`config.mk`:
```
export PLATFORM = sky130hd
export DESIGN_NAME = neighbor_fetch
export DESIGN_NICKNAME = d
export VERILOG_FILES = /design/src/rtl/graph_pkg.sv /design/src/rtl/nbr_fifo.sv /design/src/rtl/neighbor_fetch.sv
export SDC_FILE = /design/constraint.sdc
export NUM_CORES = 1
export LEC_CHECK = 0
export BUFFER_PORTS_ARGS = -buffer_cell sky130_fd_sc_hd__buf_2
export CAP_MARGIN = 5
export CORE_AREA = 2 2 184 186
export DETAILED_ROUTE_END_ITERATION = 8
export DIE_AREA = 0 0 186 188
export PLACE_DENSITY = 0.74
export SYNTH_ARGS = -nofsm -noshare
export SYNTH_HDL_FRONTEND = slang
export SYNTH_SLANG_ARGS = --single-unit
```
`constraint.sdc`:
```
create_clock -name clk_in -period 5.1 [get_ports clk_in]
set_clock_uncertainty 0.2 [all_clocks]
set_input_delay 0.51 -clock clk_in [delete_from_list [all_inputs] [get_ports clk_in]]
set_output_delay 0.51 -clock clk_in [all_outputs]
set_load 0.03 [all_outputs]
```
`src/rtl/graph_pkg.sv`:
```
// graph_pkg: shared FSM encoding and address-width constants for neighbor_fetch
package graph_pkg;
  localparam int unsigned WORD_W = 32;
  localparam int unsigned PROC_BITS_DEF = 4;
  localparam int unsigned ADDR_W = WORD_W + PROC_BITS_DEF;
  typedef enum logic [2:0] {IDLE, PTR_LO, PTR_HI, PTR_WAIT, STREAM, DRAIN} state_e;
  function automatic int unsigned addr_w(input int unsigned proc_bits);
    return WORD_W + proc_bits;
  endfunction
endpackage

```
`src/rtl/nbr_fifo.sv`:
```
// nbr_fifo: synchronous FIFO holding neighbour beats {last, tag, data}
// ports: push_i/wdata_i write side, pop_i/rdata_o read side (rdata_o is the head), empty_o, count_o occupancy
module nbr_fifo #(
  parameter int DEPTH = 4,
  parameter int W = 37
) (
  input  logic                   clk_i,
  input  logic                   rst_i,
  input  logic                   push_i,
  input  logic [W-1:0]           wdata_i,
  input  logic                   pop_i,
  output logic [W-1:0]           rdata_o,
  output logic                   empty_o,
  output logic [$clog2(DEPTH):0] count_o
);
  localparam int PW = $clog2(DEPTH);
  logic [W-1:0] mem_q [DEPTH];
  logic [PW-1:0] wp_q, rp_q;
  logic [PW:0] cnt_q;
  logic do_push, do_pop, full;
  assign empty_o = cnt_q == '0;
  assign full = cnt_q == (PW+1)'(DEPTH);
  assign count_o = cnt_q;
  assign do_pop = pop_i && !empty_o;
  assign do_push = push_i && (!full || do_pop);
  assign rdata_o = mem_q[rp_q];
  // pointers wrap naturally because DEPTH is a power of two
  always_ff @(posedge clk_i or posedge rst_i) begin
    if (rst_i) begin
      wp_q <= '0;
      rp_q <= '0;
      cnt_q <= '0;
    end else begin
      wp_q <= wp_q + PW'(do_push);
      rp_q <= rp_q + PW'(do_pop);
      cnt_q <= cnt_q + (PW+1)'(do_push) - (PW+1)'(do_pop);
    end
  end
  always_ff @(posedge clk_i) begin
    if (do_push) mem_q[wp_q] <= wdata_i;
  end
endmodule

```
`src/rtl/neighbor_fetch.sv`:
```
// neighbor_fetch: reads a vertex's CSR row pointers, then streams its neighbour ids through a credit-limited FIFO
// ports: req_* request handshake, idx_* pointer-memory reads, data_* edge-memory reads (2-cycle latency),
//        nbr_* neighbour stream, done_valid/done_degree completion pulse, err sticky bad-row flag
module neighbor_fetch
  import graph_pkg::*;
#(
  parameter int PROC_BITS = PROC_BITS_DEF,
  parameter int FIFO_DEPTH = 4
) (
  input  logic                        clk_in,
  input  logic                        rst_in,
  input  logic [31:0]                 req_vertex,
  input  logic [PROC_BITS-1:0]        req_proc,
  input  logic                        req_valid,
  output logic                        req_ready,
  output logic [WORD_W+PROC_BITS-1:0] idx_addr,
  output logic                        idx_validin,
  input  logic [31:0]                 rowidx_in,
  output logic [WORD_W+PROC_BITS-1:0] data_addr,
  output logic                        data_validin,
  input  logic [31:0]                 data_in,
  output logic [31:0]                 nbr_data,
  output logic [PROC_BITS-1:0]        nbr_proc,
  output logic                        nbr_valid,
  input  logic                        nbr_ready,
  output logic                        nbr_last,
  output logic                        done_valid,
  output logic [31:0]                 done_degree,
  output logic                        err
);
  localparam int AW = addr_w(PROC_BITS);
  localparam int FW = WORD_W + PROC_BITS + 1;
  localparam int CW = $clog2(FIFO_DEPTH) + 1;
  state_e state_q, state_d;
  logic [31:0] v_q, v_d, start_q, start_d, deg_q, deg_d, i_q, i_d;
  logic [PROC_BITS-1:0] tag_q, tag_d;
  logic err_q, err_d;
  // read-tracking shift register: valid, data-read, pointer-hi word, last-edge per stage
  logic [1:0] sv_q, sd_q, shi_q, sl_q;
  logic [1:0] inflight;
  logic [CW-1:0] fifo_cnt;
  logic fifo_empty;
  logic [FW-1:0] fifo_rdata;
  logic credit_ok, ptr_ret, end_ret, push, pop, last_issue, backwards;
  assign inflight = {1'b0, sd_q[0]} + {1'b0, sd_q[1]};
  // issuing only while buffered + in-flight stays below depth guarantees every return has a slot
  assign credit_ok = 32'(fifo_cnt) + 32'(inflight) < 32'(FIFO_DEPTH);
  assign ptr_ret = sv_q[1] && !sd_q[1];
  assign end_ret = ptr_ret && shi_q[1];
  assign backwards = rowidx_in < start_q;
  assign last_issue = i_q == deg_q - 32'd1;
  assign push = sv_q[1] && sd_q[1];
  assign pop = nbr_valid && nbr_ready;
  assign req_ready = state_q == IDLE;
  assign idx_validin = state_q == PTR_LO || state_q == PTR_HI;
  assign idx_addr = idx_validin ? AW'({tag_q, state_q == PTR_HI ? v_q + 32'd1 : v_q}) : '0;
  assign data_validin = state_q == STREAM && credit_ok;
  assign data_addr = data_validin ? AW'({tag_q, start_q + i_q}) : '0;
  assign nbr_valid = !fifo_empty;
  assign nbr_data = nbr_valid ? fifo_rdata[WORD_W-1:0] : '0;
  assign nbr_proc = nbr_valid ? fifo_rdata[WORD_W +: PROC_BITS] : '0;
  assign nbr_last = nbr_valid && fifo_rdata[FW-1];
  assign done_valid = state_q == DRAIN && inflight == 2'd0 && fifo_empty;
  assign done_degree = done_valid ? deg_q : '0;
  assign err = err_q;
  always_comb begin
    state_d = state_q;
    v_d = v_q;
    tag_d = tag_q;
    start_d = ptr_ret && !shi_q[1] ? rowidx_in : start_q;
    deg_d = deg_q;
    i_d = i_q;
    err_d = err_q;
    case (state_q)
      IDLE: begin
        if (req_valid) begin
          v_d = req_vertex;
          tag_d = req_proc;
          state_d = PTR_LO;
        end
      end
      PTR_LO: state_d = PTR_HI;
      PTR_HI: state_d = PTR_WAIT;
      PTR_WAIT: begin
        if (end_ret) begin
          err_d = err_q || backwards;
          deg_d = backwards ? '0 : rowidx_in - start_q;
          i_d = '0;
          state_d = backwards || rowidx_in == start_q ? DRAIN : STREAM;
        end
      end
      STREAM: begin
        if (data_validin) begin
          i_d = i_q + 32'd1;
          state_d = last_issue ? DRAIN : STREAM;
        end
      end
      DRAIN: state_d = done_valid ? IDLE : DRAIN;
      default: state_d = IDLE;
    endcase
  end
  always_ff @(posedge clk_in or posedge rst_in) begin
    if (rst_in) begin
      state_q <= IDLE;
      v_q <= '0;
      tag_q <= '0;
      start_q <= '0;
      deg_q <= '0;
      i_q <= '0;
      err_q <= 1'b0;
      sv_q <= '0;
      sd_q <= '0;
      shi_q <= '0;
      sl_q <= '0;
    end else begin
      state_q <= state_d;
      v_q <= v_d;
      tag_q <= tag_d;
      start_q <= start_d;
      deg_q <= deg_d;
      i_q <= i_d;
      err_q <= err_d;
      sv_q <= {sv_q[0], idx_validin || data_validin};
      sd_q <= {sd_q[0], data_validin};
      shi_q <= {shi_q[0], state_q == PTR_HI};
      sl_q <= {sl_q[0], data_validin && last_issue};
    end
  end
  nbr_fifo #(.DEPTH(FIFO_DEPTH), .W(FW)) u_fifo (
    .clk_i(clk_in),
    .rst_i(rst_in),
    .push_i(push),
    .wdata_i({sl_q[1], tag_q, data_in}),
    .pop_i(pop),
    .rdata_o(fifo_rdata),
    .empty_o(fifo_empty),
    .count_o(fifo_cnt)
  );
endmodule

```
==> results of run 1 <==
final cells by class:
class	count	area, µm²
repair buffers	293	1629
diodes	2	5.005
well taps	448	560.5
fillers	2733	13050
flip-flops and latches	299	8224
clock buffers	51	1006
inverters	70	267.8
clock inverters	9	97.59
multi-input cells	1137	8274
timing repair:
| item | in CTS | in global routing |
|---|---|---|
| hold endpoints to repair | 122 | 0 |
| hold buffers | 22 | 0 |
| buffers inserted | 0 | 0 |
| resized for setup | 0 | 3 |
| setup endpoints to repair | 0 | 4 |
worst register-to-register path, cell delays in order (launching register included):
cell       delay, ns
dfrtp_1         0.45
inv_1           0.11
ha_1            0.24
nor3b_1         0.85
and2_1          0.33
a21oi_1         0.10
a2111oi_0       0.44
nand4_1         0.15
nor4_1          0.33
nand4_1         0.17
a2111oi_2       0.45
o211a_1         0.22
cell usage in the layout (no fill, tap or decap), drive strengths merged, types with 28 or more instances in the layout:
cell type  synthesis  final
a21oi             63     63
buf               12    271
a21o              28     28
nor2b             42     42
xor2              74     74
o21ai             86     86
mux2              33     33
inv               69     70
nor3              29     29
ha                73     73
clkbuf            48     51
xnor2             71     71
edfxtp           148    148
mux4              38     38
nor2             126    126
and2              42     42
dfrtp            151    151
nand3             34     34
nand4             32     32
nand2            140    140
final timing paths:
kind / startpoint / cells past startpoint / endpoint / slack (ns)
max in group asynchronous: rst_in / 4 / start_q[10] / 3.20
min in group asynchronous: rst_in / 3 / v_q[18] / 0.41
hold reg to reg: sv_q[0] / 0 / sv_q[1] / 0.12
setup reg to reg: deg_q[0] / 11 / state_q[0] / 1.01
setup / recovery: i_q[0] / 14 / data_addr[28] / 0.18
hold / removal: data_in[13] / 1 / u_fifo.mem_q[2][13] / 0.02
routing by layer:
layer	routed length, µm	up-vias	GRT usage, %	part of all wire (%)
li1	-	6220	-	-
met1	18920	6487	34.03	44
met2	20630	427	40.28	48
met3	2405	93	3.807	5.6
met4	1194	0	7.329	2.8
met5	0	-	0	0
metrics by stage:
step | std cells | cell area, µm² | hold slack [ns] | util [%] | setup slack, ns
CTS | 2307 | 20050 | 0.0001163 | 60.54 | 0.003402
detailed placement | 2225 | 18720 | 0.1356 | 56.54 | 0.6102
finish | 2309 | 20060 | 0.01555 | 60.59 | 0.1757
floorplan | 1566 | 16960 | 0.1312 | - | 0.2607
global placement | 2225 | 18720 | 0.1327 | 56.54 | 0.5782
global route | 2308 | 20060 | 0.0003370 | 60.59 | 0.03089
report_power, final:
| group | switching (mW) | internal [mW] |
|---|---|---|
| logic | 3.12 | 2.03 |
| clock network | 0.972 | 1.42 |
| registers | 0.643 | 3.00 |
state kept, by name, summed over array words and instances (netlist names), 3 cells and up:
name and flops:
v_q 32, deg_q 32, u_fifo.mem_q 148, start_q 32, u_fifo.count_o 3, i_q 32
state_q 3, tag_q 4
cell families after synthesis:
kind of cell | Yosys count | synth area share [%]
mux | 76 | 7.535
compound gates | 301 | 11.51
simple gates | 539 | 16.13
buf+inv | 130 | 3.100
flops | 299 | 48.50
fa+ha+maj | 76 | 5.742
xor+xnor | 145 | 7.491
cells in the mapped netlist, drive strengths merged (4+ instances only):
cell	number	share of area (%)
o21ai	86	2.5
o22ai	4	0.15
a21o	28	1.2
and4	8	0.41
inv	69	1.5
nor2	126	2.8
mux2	33	2.2
o21bai	10	0.44
o31ai	26	1.2
a21oi	63	1.9
or3	15	0.59
ha	73	5.4
nor4	10	0.46
a31o	5	0.26
edfxtp	148	26
a31oi	12	0.44
a211oi	11	0.52
dfrtp	151	22
xor2	74	3.8
clkbuf	48	1.1
o21a	12	0.53
a2111oi	4	0.24
mux2i	5	0.30
nand3	34	1.0
nor3	29	0.86
nor3b	7	0.34
nor2b	42	1.5
nand2	140	3.1
buf	12	0.49
nand4	32	1.2
a22o	10	0.52
and3	21	0.78
or4	6	0.31
mux4	38	5.0
and2	42	1.5
o211ai	6	0.27
nand2b	14	0.52
a221oi	5	0.30
xnor2	71	3.7
==> impl_results.rst, run 1 <==
.. list-table::
   :header-rows: 1

   * - Metric
     - Value
   * - Final hold vios
     - 0
   * - Syn_nets
     - ~1.7k
   * - Cells along the critical path
     - ha_1, fa_1, a211o_1, a2111oi_2, buf_4, o32ai_1, a211oi_1, buf_4, a31oi_1, o221ai_2, o21ai_0, xnor2_1, nor2_1, buf_2
   * - Number of DRC markers in iteration 0
     - ~1.0k
   * - Cell at the slowest stage of the critical path
     - dfrtp_1
   * - Final setup violating endpoints
     - 0
   * - Die H
     - 188 µm
   * - Relative slew slack
     - around 32%
   * - Core region area
     - roughly 0.033 mm²
   * - Slew of the pin with the lowest slew margin
     - slightly above 1 ns
   * - First-pass GRT wire length
     - slightly below 70000 µm
   * - Total power
     - 11.19 mW
   * - Kind of launch point of the worst setup path
     - flip-flop
   * - Run status
     - complete, no violations
   * - Antenna violations before repair
     - 2
   * - Vias per std cell
     - roughly 5.7
   * - Router iterations before antenna repair
     - 5
   * - Number of I/O pins
     - ~250
   * - Total of flip-flops plus latches after synthesis
     - roughly 300
   * - MaxCap Viol Count
     - 0
   * - Worst IR Drop VDD
     - 0.0003074 V
   * - Placed wire-length estimate
     - 30710 µm
   * - Clk pin slew, worst setup/hold paths
     - approximately 0.060 ns
   * - Average instance area after synthesis
     - around 11 µm²
   * - Leakage Power
     - approximately 8.6 nW
   * - Startpoint-to-endpoint class of the critical path
     - flip-flop to output pin
   * - Largest net degree at the start of global routing
     - 56
   * - Fraction of the yosys area taken by sequential cells
     - about half
   * - Port-buffer cells
     - 250
   * - Hold crit path type
     - input pin to flip-flop
   * - Clk Tree Root Cell
     - clkbuf_16
   * - Part of the cycle the worst path needs
     - between 90% and 100%
   * - Fraction of layout instances using a drive strength above 1
     - a little under a quarter
   * - Count of final max-slew check failures
     - 0
   * - Largest fanout on the critical path
     - 6
   * - Remaining antenna violation count
     - 0
   * - Delay of the slowest cell on the worst path
     - 0.46 ns
   * - GR Util All Layers
     - between 20% and 30%
   * - Yosys warning count
     - 0
   * - Number of nets at the end of the flow
     - roughly 2k
   * - Most common flop cell mapped by yosys
     - dfrtp_1
   * - Required time reported for the critical path endpoint
     - 4.39 ns
   * - Area Overhead vs Synth
     - 18.35%
   * - Clk_lat worst skew
     - 0.52 ns
   * - Max Freq
     - ~200 MHz
   * - Number of cells produced by synthesis
     - 1566
   * - Initial core utilization
     - between 50% and 60%
   * - H-tree levels
     - 2
   * - DR vias
     - roughly 13k
   * - Buffers & Inverters on Critical Path
     - 3
   * - Library cells used by synthesis
     - between 70 and 80
   * - CTS Buf Count
     - 34
   * - Number of synthesized flops with an enable pin
     - 148
   * - Clock sink count
     - between 200 and 300
   * - Remaining DRCs
     - 0
   * - Arr. time, crit path
     - ~4.2 ns
   * - Vias in the first global route
     - between 10k and 15k
   * - Cell area after synthesis
     - about 0.017 mm²
   * - Most common cell on crit path
     - buf_4
   * - Total overflow reported by the global router
     - 0
   * - Time the worst path needs with I/O delays and setup
     - 4.924 ns
   * - Width of the chip
     - roughly 190 µm
   * - Area of the die
     - between 0.03 and 0.04 mm²
   * - Num rows
     - 67
   * - Setup repair after global routing missed its margin
     - false
   * - CP endpoint kind
     - output pin
   * - Fraction of registers with async set/reset
     - between 50 and 60%
   * - WL final
     - roughly 43000 µm
   * - Placer Congestion
     - approximately 0.89
   * - Max Root-Sink Buffers
     - 3
   * - Routed length per instance
     - ~19 µm
   * - Cell area power density
     - about 560 mW/mm²
   * - Clock tree from TritonCTS
     - built
   * - Largest delay share family, worst path
     - compound AO/OA/AOI/OAI gates
   * - Final-layout setup total negative slack
     - 0 ns
Note: power is estimated with default switching activity, not from simulation.
==> run 2, diff against run 1 <==
--- a/config.mk
+++ b/config.mk
@@ -8,9 +8,10 @@
 export BUFFER_PORTS_ARGS = -buffer_cell sky130_fd_sc_hd__buf_2
 export CAP_MARGIN = 5
-export CORE_AREA = 2 2 184 186
+export CORE_AREA = 2 2 212 214
 export DETAILED_ROUTE_END_ITERATION = 8
-export DIE_AREA = 0 0 186 188
-export PLACE_DENSITY = 0.74
+export DIE_AREA = 0 0 214 216
+export PLACE_DENSITY = 0.59
 export SYNTH_ARGS = -nofsm -noshare
 export SYNTH_HDL_FRONTEND = slang
+export SYNTH_HIERARCHICAL = 1
 export SYNTH_SLANG_ARGS = --single-unit
--- a/constraint.sdc
+++ b/constraint.sdc
@@ -3,3 +3,3 @@
 set_input_delay 0.51 -clock clk_in [delete_from_list [all_inputs] [get_ports clk_in]]
 set_output_delay 0.51 -clock clk_in [all_outputs]
-set_load 0.03 [all_outputs]
+set_load 0.01 [all_outputs]
==> impl_results.rst, run 2 <==
.. list-table::
   :header-rows: 1

   * - Metric
     - Value
   * - Average instance area after synthesis
     - 10.62 µm²
   * - GR Util All Layers
     - about a fifth
   * - Top cells by count, synth
     - 151 x dfrtp_1, 148 x edfxtp_1, 141 x nand2_1, 132 x nor2_1, 85 x o21ai_0
   * - Relative slew slack
     - 20.32%
   * - Remaining antenna violation count
     - 0
   * - Core region area
     - approximately 0.044 mm²
   * - Placed wire-length estimate
     - between 30000 and 40000 µm
   * - Number of I/O pins
     - between 200 and 300
   * - Port-buffer cells
     - between 200 and 300
   * - Leakage Power
     - approximately 9.0 nW
   * - Fraction of the yosys area taken by sequential cells
     - between 40% and 50%
   * - Cell area after synthesis
     - ~0.017 mm²
   * - Number of flip-flops in the largest register
     - 148
   * - Cell area power density
     - around 440 mW/mm²
   * - Placed instance count
     - 2430
   * - Kind of launch point of the worst setup path
     - flip-flop
   * - Library cells used by synthesis
     - slightly above 80
   * - Combinational fraction of design power
     - between 30% and 40%
   * - Setup repair after global routing missed its margin
     - false
   * - Arr. time, crit path
     - 4.32 ns
   * - Final setup violating endpoints
     - 0
   * - Final instance count without filler cells
     - approximately 2.6k
   * - WL final
     - just under 50000 µm
   * - Fillers
     - about 4k
   * - Worst slack at placement
     - between 0.9 and 1 ns
   * - Syn_nets
     - approximately 1.8k
   * - Fraction of layout instances using a drive strength above 1
     - about a fifth
   * - Most common flop cell mapped by yosys
     - dfrtp_1
   * - Final hold vios
     - 0
   * - Fraction of registers with async set/reset
     - between 50% and 60%
   * - Total overflow reported by the global router
     - 0
   * - Routed length per instance
     - between 15 and 20 µm
   * - Switching part of the total
     - between 30% and 40%
   * - Vias per std cell
     - between 5 and 6
   * - Initial core utilization
     - between 30% and 40%
   * - Number of DRC markers in iteration 0
     - between 1k and 1.5k
   * - End-of-flow core utilization
     - roughly half
   * - Placer Congestion
     - 0.9112
   * - Area of the die
     - 0.04622 mm²
   * - Width of the chip
     - 214 µm
   * - Post-layout worst setup margin
     - between 0.06 and 0.07 ns
   * - Number of nets at the end of the flow
     - roughly 2.2k
   * - Portion of total power attributed to the clock network
     - ~27%
   * - Cell taking the most area after synthesis
     - edfxtp_1
   * - Dominant cell by count in the synthesized netlist
     - dfrtp_1
   * - Clock tree from TritonCTS
     - built
   * - Hold crit path type
     - input pin to flip-flop
   * - H-tree levels
     - 2
   * - Worst IR Drop VDD
     - between 0.0002 and 0.00025 V
   * - Die H
     - ~220 µm
   * - Number of cells produced by synthesis
     - between 1.5k and 2k
   * - Required time reported for the critical path endpoint
     - ~4.4 ns
   * - Area fraction of the dominant cell type after synthesis
     - roughly 25%
   * - Largest net degree at the start of global routing
     - 55
   * - Max Freq
     - approximately 200 MHz
   * - Max Root-Sink Buffers
     - 3
   * - Run status
     - complete, no violations
   * - Slew of the pin with the lowest slew margin
     - ~1.2 ns
   * - Yosys warning count
     - 6
   * - Total power
     - about 9.5 mW
   * - Final-layout setup total negative slack
     - 0 ns
   * - Part of the cycle the worst path needs
     - 98.67%
   * - P_sw
     - roughly 3.5 mW
   * - Area Overhead vs Synth
     - 22.70%
   * - Largest fanout on the critical path
     - 9
   * - DR vias
     - ~14k
   * - Clk_lat worst skew
     - between 0.5 and 0.6 ns
   * - Num rows
     - between 70 and 80
   * - Total of flip-flops plus latches after synthesis
     - ~300
   * - Clk pin slew, worst setup/hold paths
     - around 0.060 ns
   * - Antenna violations before repair
     - 2
   * - Fin area
     - 0.02142 mm²
   * - Startpoint-to-endpoint class of the critical path
     - flip-flop to output pin
   * - Time the worst path needs with I/O delays and setup
     - approximately 5.0 ns
   * - CP endpoint kind
     - output pin
   * - Count of final max-slew check failures
     - 0
   * - Placement-stage cell area
     - approximately 0.019 mm²
   * - Most frequent standard cell in the layout excluding fill and tap cells
     - buf_2
   * - Most flop-heavy register
     - u_fifo/mem_q
   * - Router iterations before antenna repair
     - 5
   * - Number of synthesized flops with an enable pin
     - about 150
   * - Proportion of power drawn by flip-flops and latches
     - between 30% and 40%
   * - Remaining DRCs
     - 0
   * - Worst hold slack
     - 0.02676 ns
   * - Vias in the first global route
     - between 10k and 15k
   * - Internal Power
     - around 6.0 mW
   * - Clock sink count
     - about 300
   * - Largest cells by area after synthesis
     - edfxtp_1 25%, dfrtp_1 22%, ha_1 5.2%, mux4_2 3.9%, xnor2_1 3.7%
   * - MaxCap Viol Count
     - 0
   * - First-pass GRT wire length
     - ~76000 µm
   * - CTS Buf Count
     - 36
   * - Worst setup slack for register-to-register paths
     - between 1 and 1.5 ns
   * - Clk Tree Root Cell
     - clkbuf_16
   * - Top library cells by usage in the layout, fill and taps aside
     - 250 x buf_2, 150 x dfrtp_1, 148 x edfxtp_1
run 2: cell types whose count changed in the layout (fill, tap and decap cells not counted), moves of 6 or more:
cell,before,now
o211ai_1,6,13
o21a_1,12,19
inv_1,68,77
nor2_1,124,131
nor4_1,8,16
mux4_1,0,7
or3_1,13,20
dlygate4sd3_1,22,94
xor2_1,74,68
mux4_2,38,30
nand2b_1,14,8
nor3_1,28,38
o31ai_1,26,17
a21oi_1,63,80
run 2: worst paths after layout:
path / start / to / depth (start not counted)
max in group asynchronous: rst_in / i_q[14] / 4
hold reg to reg: sv_q[0] / sv_q[1] / 0
setup / recovery: i_q[0] / data_addr[20] / 11
setup reg to reg: start_q[0] / deg_q[26] / 13
hold / removal: req_vertex[9] / v_q[9] / 2
min in group asynchronous: rst_in / u_fifo/count_o[2] / 3
run 2: area by class of cell:
type | instances | area, µm² | share of cell area, %
multi-input combinational | 1191 | 8638 | 40.33
sequential | 299 | 8224 | 38.40
timing repair buffer | 364 | 2342 | 10.94
clock buffer | 48 | 985.9 | 4.604
tap | 592 | 740.7 | 3.459
inverter | 78 | 297.8 | 1.390
clock inverter | 14 | 180.2 | 0.8413
antenna | 3 | 7.507 | 0.03505
run 2: critical path, cell delays in order, from the launching register on:
cell and delay, ns:
dfrtp_1 0.48, ha_1 0.26, fa_1 0.44, a211oi_1 0.29, o21ai_0 0.27, a2111oi_0 0.83
o41ai_1 0.24, a31oi_1 0.34, o21ai_0 0.19, xnor2_1 0.17, nor2_1 0.11, buf_2 0.15
run 2: cell families (layout without fill, tap and decap cells):
kind of cell               Yosys count  after routing  share of synthesized area (%)
xor gates and xnor gates           141            141                          7.075
and+or+nand+nor                    574            574                          16.98
muxes                               72             72                          7.154
adders and majority gates           76             76                          5.577
DFF                                299            299                          47.11
other                                0              3                              0
AOI/OAI and AO/OA                  328            328                          12.28
buffers and inverters              154            504                          3.821
run 2: power groups by stage:
stage	logic (mW)	clock network, mW	registers (mW)
6_report	3.53	2.54	3.38
5_1_grt	3.91	2.71	3.44
4_1_cts	3.54	2.62	3.38
3_5_place_dp	3.46	0	3.43
3_3_place_gp	3.44	0	3.42
2_1_floorplan	2.79	0	3.12
run 2: layer usage:
metal	vias to the layer above	wire, µm	track usage, %
met5	-	0	0
met4	0	1195	7.366
met3	69	2586	3.199
met2	421	23050	34.05
met1	6848	21560	27.88
li1	6638	-	-
run 2: repair_timing:
item,4_1_cts,5_1_grt
gates resized for setup,0,1
buffers inserted,0,0
endpoints found under the setup margin,0,1
hold buffers,94,0
endpoints found under the hold margin,235,0
